[src/rtl/alu_muldiv_pkg.sv]
// Shared CPU definitions: ALU opcodes, multiply/divide op encodings and
// the multiply/divide engine state type.
package alu_muldiv_pkg;

    // ALU operation codes driven by the ALU decoder
    typedef enum logic [4:0] {
        ALU_AND = 5'b00000,
        ALU_OR  = 5'b00001,
        ALU_ADD = 5'b00010,
        ALU_SUB = 5'b00110,
        ALU_SLT = 5'b00111,
        ALU_NOR = 5'b01100,
        ALU_XOR = 5'b01101,
        ALU_SLL = 5'b10000,
        ALU_SRL = 5'b11000,
        ALU_SRA = 5'b11001
    } alu_op_e;

    // Multiply/divide operation encodings (bit 1 selects divide)
    localparam logic [1:0] MD_MULT  = 2'b00;
    localparam logic [1:0] MD_MULTU = 2'b01;
    localparam logic [1:0] MD_DIV   = 2'b10;
    localparam logic [1:0] MD_DIVU  = 2'b11;

    // Engine states
    typedef enum logic [1:0] {
        MD_IDLE = 2'd0,
        MD_RUN  = 2'd1,
        MD_FIX  = 2'd2
    } md_state_e;

    // Index of the last iteration step (32 steps, count 0..31)
    localparam logic [4:0] MD_LAST_STEP = 5'd31;

    // Magnitude of a value, treating it as signed only when asked to
    function automatic logic [31:0] md_mag(input logic [31:0] v, input logic is_signed);
        return (is_signed && v[31]) ? (32'd0 - v) : v;
    endfunction

endpackage

[src/rtl/alu_muldiv_md_engine.sv]
// Iterative 32-step multiply/divide engine holding HI/LO.
// Multiply: shift-add on a {upper, multiplier} register.
// Divide: restoring division on a {remainder, quotient} register.
// Handshake: md_start is sampled on a rising edge only while the engine
// is IDLE; busy stays high through the done cycle, and a start presented
// in the done cycle is accepted because the engine is already IDLE then.
module md_engine
    import alu_muldiv_pkg::*;
(
    input  logic        clk,
    input  logic        reset,
    input  logic        start_i,
    input  logic [1:0]  op_i,
    input  logic [31:0] a_i,
    input  logic [31:0] b_i,
    output logic        busy_o,
    output logic        done_o,
    output logic [31:0] hi_o,
    output logic [31:0] lo_o,
    output md_state_e   state_o
);

    md_state_e   state_q;
    logic [4:0]  count_q;
    logic [63:0] acc_q;     // mult: {partial, multiplier}; div: {remainder, quotient}
    logic [31:0] opnd_q;    // multiplicand or divisor magnitude
    logic        is_div_q;
    logic        neg_res_q; // negate product / quotient
    logic        neg_rem_q; // negate remainder (dividend was negative)
    logic        div_zero_q;
    logic [31:0] hi_q, lo_q;
    logic        busy_q, done_q;

    // Operand decode at acceptance
    logic        op_signed, op_div, a_neg, b_neg;
    logic [31:0] a_mag, b_mag;

    // Iteration step and final sign correction
    logic [32:0] mul_sum;
    logic [63:0] mul_next;
    logic [32:0] div_trial;
    logic        div_ge;
    logic [31:0] div_diff;
    logic [63:0] div_next;
    logic [63:0] prod_fix;
    logic [31:0] fix_hi, fix_lo;

    // Decode the requested operation and operand magnitudes
    always_comb begin
        op_signed = (op_i == MD_MULT) || (op_i == MD_DIV);
        op_div    = op_i[1];
        a_neg     = op_signed & a_i[31];
        b_neg     = op_signed & b_i[31];
        a_mag     = md_mag(a_i, op_signed);
        b_mag     = md_mag(b_i, op_signed);
    end

    // One multiply step and one divide step from the current accumulator
    always_comb begin
        mul_sum   = {1'b0, acc_q[63:32]} + (acc_q[0] ? {1'b0, opnd_q} : 33'd0);
        mul_next  = {mul_sum, acc_q[31:1]};
        div_trial = {acc_q[63:32], acc_q[31]};
        div_ge    = div_trial >= {1'b0, opnd_q};
        // When div_ge holds the difference is below the divisor, so 32 bits suffice
        div_diff  = div_trial[31:0] - opnd_q;
        div_next  = {(div_ge ? div_diff : div_trial[31:0]), acc_q[30:0], div_ge};
    end

    // Sign correction of the finished result
    always_comb begin
        prod_fix = neg_res_q ? (64'd0 - acc_q) : acc_q;
        if (is_div_q) begin
            fix_lo = div_zero_q ? 32'hFFFF_FFFF
                                : (neg_res_q ? (32'd0 - acc_q[31:0]) : acc_q[31:0]);
            fix_hi = neg_rem_q ? (32'd0 - acc_q[63:32]) : acc_q[63:32];
        end else begin
            fix_lo = prod_fix[31:0];
            fix_hi = prod_fix[63:32];
        end
    end

    // Engine FSM with its datapath registers and registered status outputs
    always_ff @(posedge clk or posedge reset) begin
        if (reset) begin
            state_q    <= MD_IDLE;
            count_q    <= 5'd0;
            acc_q      <= 64'd0;
            opnd_q     <= 32'd0;
            is_div_q   <= 1'b0;
            neg_res_q  <= 1'b0;
            neg_rem_q  <= 1'b0;
            div_zero_q <= 1'b0;
            hi_q       <= 32'd0;
            lo_q       <= 32'd0;
            busy_q     <= 1'b0;
            done_q     <= 1'b0;
        end else begin
            done_q <= 1'b0;
            case (state_q)
                MD_IDLE: begin
                    if (start_i) begin
                        acc_q      <= {32'd0, (op_div ? a_mag : b_mag)};
                        opnd_q     <= op_div ? b_mag : a_mag;
                        is_div_q   <= op_div;
                        neg_res_q  <= a_neg ^ b_neg;
                        neg_rem_q  <= a_neg;
                        div_zero_q <= (b_i == 32'd0);
                        count_q    <= 5'd0;
                        busy_q     <= 1'b1;
                        state_q    <= MD_RUN;
                    end else begin
                        busy_q <= 1'b0;
                    end
                end
                MD_RUN: begin
                    acc_q   <= is_div_q ? div_next : mul_next;
                    count_q <= count_q + 5'd1;
                    if (count_q == MD_LAST_STEP) begin
                        state_q <= MD_FIX;
                    end
                end
                MD_FIX: begin
                    hi_q    <= fix_hi;
                    lo_q    <= fix_lo;
                    done_q  <= 1'b1;
                    count_q <= 5'd0;
                    state_q <= MD_IDLE;
                end
                default: begin
                    state_q <= MD_IDLE;
                end
            endcase
        end
    end

    assign busy_o  = busy_q;
    assign done_o  = done_q;
    assign hi_o    = hi_q;
    assign lo_o    = lo_q;
    assign state_o = state_q;

endmodule

[src/rtl/alu_muldiv.sv]
// Combinational ALU plus the iterative multiply/divide engine with HI/LO.
module alu_muldiv
    import alu_muldiv_pkg::*;
#(
    parameter int DATA_W = 32
) (
    input  logic              clk,
    input  logic              reset,
    input  logic [4:0]        ALUCtl,
    input  logic              Sign,
    input  logic [DATA_W-1:0] in1,
    input  logic [DATA_W-1:0] in2,
    output logic [DATA_W-1:0] Out,
    output logic              Zero,
    input  logic              md_start,
    input  logic [1:0]        md_op,
    output logic              md_busy,
    output logic              md_done,
    output logic [DATA_W-1:0] hi,
    output logic [DATA_W-1:0] lo,
    output md_state_e         md_state_o
);

    logic [4:0] shamt;
    logic       lt;

    assign shamt = in1[4:0];

    // Signed or unsigned less-than for SLT
    always_comb begin
        lt = Sign ? ($signed(in1) < $signed(in2)) : (in1 < in2);
    end

    // ALU result selection; unknown codes produce zero
    always_comb begin
        Out = '0;
        case (ALUCtl)
            ALU_AND: Out = in1 & in2;
            ALU_OR:  Out = in1 | in2;
            ALU_ADD: Out = in1 + in2;
            ALU_SUB: Out = in1 - in2;
            ALU_SLT: Out = {{(DATA_W-1){1'b0}}, lt};
            ALU_NOR: Out = ~(in1 | in2);
            ALU_XOR: Out = in1 ^ in2;
            ALU_SLL: Out = in2 << shamt;
            ALU_SRL: Out = in2 >> shamt;
            ALU_SRA: Out = $signed(in2) >>> shamt;
            default: Out = '0;
        endcase
    end

    assign Zero = (Out == '0);

    md_engine u_md_engine (
        .clk     (clk),
        .reset   (reset),
        .start_i (md_start),
        .op_i    (md_op),
        .a_i     (in1),
        .b_i     (in2),
        .busy_o  (md_busy),
        .done_o  (md_done),
        .hi_o    (hi),
        .lo_o    (lo),
        .state_o (md_state_o)
    );

endmodule

[config.mk]
export PLATFORM = sky130hd
export DESIGN_NAME = alu_muldiv
export DESIGN_NICKNAME = d
export VERILOG_FILES = /design/src/rtl/alu_muldiv_pkg.sv /design/src/rtl/alu_muldiv_md_engine.sv /design/src/rtl/alu_muldiv.sv
export SDC_FILE = /design/constraint.sdc
export NUM_CORES = 1
export LEC_CHECK = 0
export CAP_MARGIN = 20
export CORE_MARGIN = 5
export CORE_UTILIZATION = 56
export CTS_BUF_LIST = sky130_fd_sc_hd__clkbuf_8
export CTS_CLUSTER_DIAMETER = 120
export DETAILED_ROUTE_END_ITERATION = 10
export MAX_ROUTING_LAYER = met4
export PLACE_DENSITY = 0.85
export SLEW_MARGIN = 30
export SYNTH_ARGS = -nofsm -noshare
export SYNTH_HDL_FRONTEND = slang
export SYNTH_SLANG_ARGS = --single-unit
[constraint.sdc]
create_clock -name clk -period 5.55 [get_ports clk]
set_clock_uncertainty 0.05 [all_clocks]
set_input_delay 0.8325 -clock clk [delete_from_list [all_inputs] [get_ports clk]]
set_output_delay 0.8325 -clock clk [all_outputs]
set_load 0.03 [all_outputs]
==> out/metrics.cfg, run 1 <==
[status]
status=finished with violations
violations=setup timing

[routing]
drc_errors=0
ant_nets=0
routed_wl_um=110000
vias_per_cell=6.87
drt-wirelength-per-cell_um=26.5
drt-initial-drc-count=4266
first_pass_iters=9
vias=28600

[worst_setup_path]
worst_setup_path_end_kind=output port
path_delay_family=simple AND/OR/NAND/NOR gates
max_stage_delay_ns=0.60
cpMostUsedCell=buf_4
start_kind=input port
path_cells=clkdlybuf4s50_1 > buf_4 > mux4_2 > mux2i_1 > mux2i_1 > o21ai_1 > o211a_1 > o221ai_2 > nand4b_1 > or4_4 > nor4_4 > buf_4 > nand4b_1 > nor4_4 > buf_4
cp_max_fo=4
cp-startpoint=in2[25]
cp.required_ns=4.67
path_class=in -> out
worstPathArrival_ns=5.04
cpMaxStageDelayCell=clkdlybuf4s50_1
critPathBufInv=4
rr_startpoint=u_md_engine.acc_q[0]

[logic_synthesis]
syn_nets=3378
synth_top_flop_cell=dfrtp_1
synthArstFlopShare_pct=100
synth_edf_count=0
netlist_area_um2=23800
avgSynthCellArea_um2=7.60
seq_area_frac_synth_pct=18.2
synth.distinct_cells=100
yosys_warnings=0
synth_seq_cells=173
netlist_instances=3129

[power]
power_mw=12.5
p_per_area_nw_per_um2=412
peakVddDrop_mv=0.315
power_leakage_nw=13.3

[global_routing]
grt_pass1_wl_um=165000
antenna_found_initial=3
grt_max_degree=174
grt_pass1_vias=27700
grt-ovfl-total=0
grt_usage_pct=46.3

[job]
cap_viol_max_count=0

[floorplan]
core_um2=41900
start_util_pct=56.7
die_w_um=216
io_pins=176
std_cell_rows=75
die-height_um=216
dieArea_um2=46700

[timing]
rsz0062_at_grt=true
timing.final.ws_setup_ns=-0.376
period_minus_slack_ns=5.93
max_slew_margin_pct=35.8
hold_viol=0
worst_pin_slew_ns=0.955
maxSlewViolCount=0
max_freq_mhz=169
fin_crit_sh_pct=107
setup_viol=1
whs_ns=0.440
setup-tns-final_ns=-0.376

[layout]
drive_above_1_share_pct=22.0
finalInstanceArea_um2=30400
area_growth_pct=27.7
n_fill_cell=3182
final_util_pct=72.4
final_cell_count_no_fill=4162
layout.nets=3856

[cts]
cts.path.max_buffers=2
clkSinkCount=173
cts_buffers=17
insertion_delay_ns=0.52
root_buffer=clkbuf_8
clk_pin_slew_ns=0.09
h-tree-depth=4
cts_tree=done
ctsHoldBuffers=0

[min_path]
min_path_type=reg -> reg
min_from=u_md_engine.opnd_q[9]

[placed_design]
dp.cells=4123
dpl.hpwl_um=86500
port_buffers=175
place_area_um2=29500
place_ws_ns=-0.903
gp_congestion=1.17

cells in the mapped netlist (10+ instances only):
| master | number | area (µm²) |
|---|---|---|
| nor2_1 | 300 | 1130 |
| nand2_1 | 293 | 1100 |
| a21oi_1 | 242 | 1210 |
| o21ai_0 | 228 | 1140 |
| clkbuf_1 | 187 | 702 |
| dfrtp_1 | 173 | 4330 |
| ha_1 | 170 | 2130 |
| inv_1 | 153 | 574 |
| xnor2_1 | 127 | 1110 |
| mux2i_1 | 120 | 1200 |
| a211oi_1 | 85 | 638 |
| a21o_1 | 61 | 458 |
| nor3_1 | 59 | 295 |
| xor2_1 | 55 | 482 |
| nand3_1 | 52 | 260 |
| mux4_2 | 48 | 1080 |
| o211ai_1 | 46 | 345 |
| o31ai_1 | 43 | 323 |
| a31oi_1 | 37 | 231 |
| o21ai_1 | 34 | 170 |
| nand2b_1 | 31 | 194 |
| nor2b_1 | 29 | 181 |
| a221oi_1 | 27 | 236 |
| mux2_2 | 27 | 304 |
| or3_1 | 27 | 169 |
| nor4_1 | 26 | 163 |
| nand4_1 | 22 | 138 |
| and3_1 | 20 | 125 |
| buf_2 | 20 | 100 |
| o21bai_1 | 19 | 143 |
| buf_1 | 18 | 67.6 |
| or4_1 | 17 | 128 |
| o221ai_1 | 16 | 140 |
| a211o_1 | 15 | 131 |
| a221o_1 | 15 | 150 |
| o21a_1 | 15 | 113 |
| o22ai_1 | 15 | 93.8 |
| o41ai_1 | 15 | 131 |
| or2_2 | 14 | 87.6 |
| and2_1 | 13 | 81.3 |
| a22oi_1 | 12 | 90.1 |
| o31a_1 | 12 | 105 |
| a2111oi_0 | 10 | 87.6 |
worst paths after layout:
check / cells after the start / slack (ns) / endpoint
worst min-delay path: 1 / 0.44 / u_md_engine.opnd_q[9]
worst max register to register: 14 / 0.69 / u_md_engine.acc_q[63]
worst max-delay path: 15 / -0.38 / Zero
min in group asynchronous: 3 / 0.76 / u_md_engine.lo_o[9]
worst min register to register: 1 / 0.44 / u_md_engine.opnd_q[9]
max in group asynchronous: 4 / 3.87 / u_md_engine.acc_q[50]
routing by layer:
metal | vias to the layer above | global-route usage [%] | routed length (µm)
met5 | - | - | 0
met4 | 0 | 34.7 | 11000
met3 | 624 | 9.74 | 12600
met2 | 2165 | 71.9 | 48800
met1 | 13300 | 52.8 | 38000
li1 | 12500 | - | -
sequential cells by signal, summed over array words and instances, names as in the netlist:
name / count
u_md_engine.acc_q: 64
u_md_engine.busy_o: 1
u_md_engine.count_q: 5
u_md_engine.div_zero_q: 1
u_md_engine.done_o: 1
u_md_engine.hi_o: 32
u_md_engine.is_div_q: 1
u_md_engine.lo_o: 32
u_md_engine.neg_rem_q: 1
u_md_engine.neg_res_q: 1
u_md_engine.opnd_q: 32
u_md_engine.state_o: 2
kinds of logic after synthesis:
family	share of synthesized area, %
compound gates	29.0
simple gates	19.2
buf+inv	6.69
mux	10.9
xor+xnor	6.70
fa+ha+maj	9.28
flops	18.2
area by class of cell:
type                    count  area, µm²  area share (%)
diodes                      3       7.51          0.0247
clock buffers              18        248           0.816
clock inverters            14        184           0.606
inverters                 161        614            2.02
multi-input cells        2556      18400            60.6
flip-flops and latches    173       4330            14.3
well taps                 539        674            2.22
repair buffers            698       5890            19.4
what timing repair did:
action	in CTS	in global routing
setup buffers	1	2
pin swaps	6	10
cloned	0	0
gates resized for setup	36	48
setup endpoints to repair	8	8
cell usage in the layout, fill, tap and decap left out, types with 23 or more instances in the layout:
cell and count:
a21o_1 61, buf_12 23, a31oi_1 34, ha_1 164
nor3_1 55, xor2_1 55, nor2_1 294, dfrtp_1 171
mux2i_1 120, mux2_2 27, a221oi_1 24, or3_1 25
clkdlybuf4s50_1 137, a21oi_1 238, nand3_1 52, nand2_1 292
buf_4 530, inv_1 151, o21ai_1 38, o31ai_1 38
nand2b_1 30, nor2b_1 27, o21ai_0 221, xnor2_1 127
o211ai_1 46, mux4_2 48, a211oi_1 77
where the power goes:
part           switching [mW]  internal, mW
Clock                   0.522         0.466
Sequential              0.881          1.83
Combinational            5.11          3.71
Total                    6.51          6.01
Note: power is estimated with default switching activity, not from simulation.
==> run 2, diff against run 1 <==
--- a/config.mk
+++ b/config.mk
@@ -8,9 +8,9 @@
 export CAP_MARGIN = 20
 export CORE_MARGIN = 5
 export CORE_UTILIZATION = 56
-export CTS_BUF_LIST = sky130_fd_sc_hd__clkbuf_8
 export CTS_CLUSTER_DIAMETER = 120
 export DETAILED_ROUTE_END_ITERATION = 10
+export HOLD_SLACK_MARGIN = 0.05
 export MAX_ROUTING_LAYER = met4
 export PLACE_DENSITY = 0.85
 export SLEW_MARGIN = 30
==> out/metrics.cfg, run 2 (synthesis results as in run 1) <==
[layout]
regMostFlops=u_md_engine.acc_q
layout_common_cells=buf_4, nor2_1, nand2_1
drive_above_1_share_pct=21.9  ; -0.10 points
layout.nets=3855  ; -0.026%
area_growth_pct=28.4
largest_reg_flops=64  ; unchanged
layout_commonest_cell=buf_4
finalInstanceArea_um2=30600  ; +0.60%

[job]
cap_viol_max_count=0  ; unchanged

[timing]
fin_crit_sh_pct=107  ; -0.12 points
setup_viol=1  ; unchanged
rsz0062_at_grt=true
hold_viol=0  ; unchanged
maxSlewViolCount=0  ; unchanged
timing.final.ws_setup_ns=-0.369  ; +0.00683 ns
max_freq_mhz=169  ; +0.12%
max_slew_margin_pct=24.7  ; -11 points
period_minus_slack_ns=5.92  ; -0.00683 ns
worst_pin_slew_ns=1.12  ; +0.168 ns

[cts]
root_buffer=clkbuf_16
cts_tree=done
cts_buffers=17  ; unchanged
cts.path.max_buffers=2  ; unchanged
clkSinkCount=173  ; unchanged
h-tree-depth=4  ; unchanged
clk_pin_slew_ns=0.07  ; -0.02 ns
insertion_delay_ns=0.46  ; -0.06 ns

[min_path]
min_path_type=reg -> reg
whs_path_depth=1  ; unchanged

[power]
p_per_area_nw_per_um2=424  ; +2.8%
power_mw=12.9  ; +3.4%
peakVddDrop_mv=0.321  ; +1.9%
power_leakage_nw=13.4  ; +0.59%

[routing]
drt-wirelength-per-cell_um=26.9  ; +1.5%
vias=29000  ; +1.2%
drt-initial-drc-count=4354  ; +2.1%
drc_errors=0  ; unchanged
first_pass_iters=7  ; -2
vias_per_cell=6.96  ; +1.3%
ant_nets=0  ; unchanged
routed_wl_um=112000  ; +1.5%

[placed_design]
place_ws_ns=-0.903  ; unchanged
gp_congestion=1.17  ; unchanged
dpl.hpwl_um=86500  ; unchanged
port_buffers=175  ; unchanged
place_area_um2=29500  ; unchanged

[worst_setup_path]
r2r_cells=14  ; unchanged
cp.required_ns=4.67  ; about the same
worstPathArrival_ns=5.04  ; about the same
cp_max_fo=4  ; unchanged
worst_setup_path_end_kind=output port
start_kind=input port
path_class=in -> out

[global_routing]
grt-ovfl-total=0  ; unchanged
grt_pass1_wl_um=167000  ; +1.2%
grt_max_degree=174  ; unchanged
grt_usage_pct=46.9  ; +0.64 points
grt_pass1_vias=27800  ; +0.59%
antenna_found_initial=1  ; -2

[floorplan]
io_pins=176  ; unchanged
std_cell_rows=75  ; unchanged
core_um2=41900  ; unchanged
die_w_um=216  ; unchanged
dieArea_um2=46700  ; unchanged
start_util_pct=56.7  ; unchanged
die-height_um=216  ; unchanged

[status]
status=finished with violations
violations=setup timing

==> run 2: cell types whose count changed in the layout (fill, tap and decap cells not counted), sizes merged <==
cell / before / now
buf: 559 / 558
diode: 3 / 2
==> run 2: per-layer routing <==
| metal | vias to the layer above | wire [µm] | global-route usage [%] |
|---|---|---|---|
| li1 | 12500 | - | - |
| met1 | 13500 | 38600 | 53.8 |
| met2 | 2318 | 49000 | 72.0 |
| met3 | 663 | 12800 | 9.87 |
| met4 | 0 | 11500 | 36.1 |
| met5 | - | 0 | - |
==> run 2: final timing paths <==
kind | startpoint | endpoint | slack, ns
hold / removal | u_md_engine.opnd_q[9] | u_md_engine.opnd_q[9] | 0.44
min in group asynchronous | reset | u_md_engine.done_o | 0.80
setup reg to reg | u_md_engine.acc_q[0] | u_md_engine.acc_q[63] | 0.56
setup / recovery | in2[25] | Zero | -0.37
max in group asynchronous | reset | u_md_engine.is_div_q | 3.82
hold reg to reg | u_md_engine.opnd_q[9] | u_md_engine.opnd_q[9] | 0.44
==> run 2: cell type report <==
type	instances	area, µm²
multi-input combinational	2556	18400
fill	3128	11400
timing repair buffer	697	5890
sequential	173	4330
tap	539	674
inverter	161	614
clock buffer	18	439
clock inverter	14	184
antenna	2	5.00
==> run 2: stage by stage <==
| step | hold slack, ns | utilization, % | setup TNS, ns | cells |
|---|---|---|---|---|
| final | 0.436 | 72.8 | -0.369 | 4160 |
| after global routing | 0.457 | 72.8 | -0.477 | 4159 |
| after CTS | 0.435 | 72.2 | -0.333 | 4156 |
| after detailed placement | 0.419 | 70.3 | -2.27 | 4123 |
| after global placement | 0.414 | 70.3 | -2.02 | 4123 |
| after floorplan | 0.399 | - | -0.0149 | 3129 |
==> run 2: worst max-delay path, cell delays in order <==
cell             delay [ns]
clkdlybuf4s50_1        0.60
buf_4                  0.24
mux4_2                 0.49
mux2i_1                0.34
mux2i_1                0.13
o21ai_1                0.31
o211a_1                0.33
o221ai_2               0.13
nand4b_1               0.21
or4_4                  0.46
nor4_4                 0.27
buf_4                  0.16
nand4b_1               0.15
nor4_4                 0.18
buf_4                  0.20
==> run 2: report_power, final <==
group,total (mW),internal (mW),switching [mW]
Sequential,2.74,1.84,0.901
Clock,1.29,0.729,0.561
Combinational,8.92,3.71,5.21
==> run 2: timing repair <==
item	4_1_cts	5_1_grt
hold buffers	0	0
endpoints found under the setup margin	8	8
gates cloned	0	0
gates resized for setup	36	44
setup buffers	1	1
pin swaps	6	8
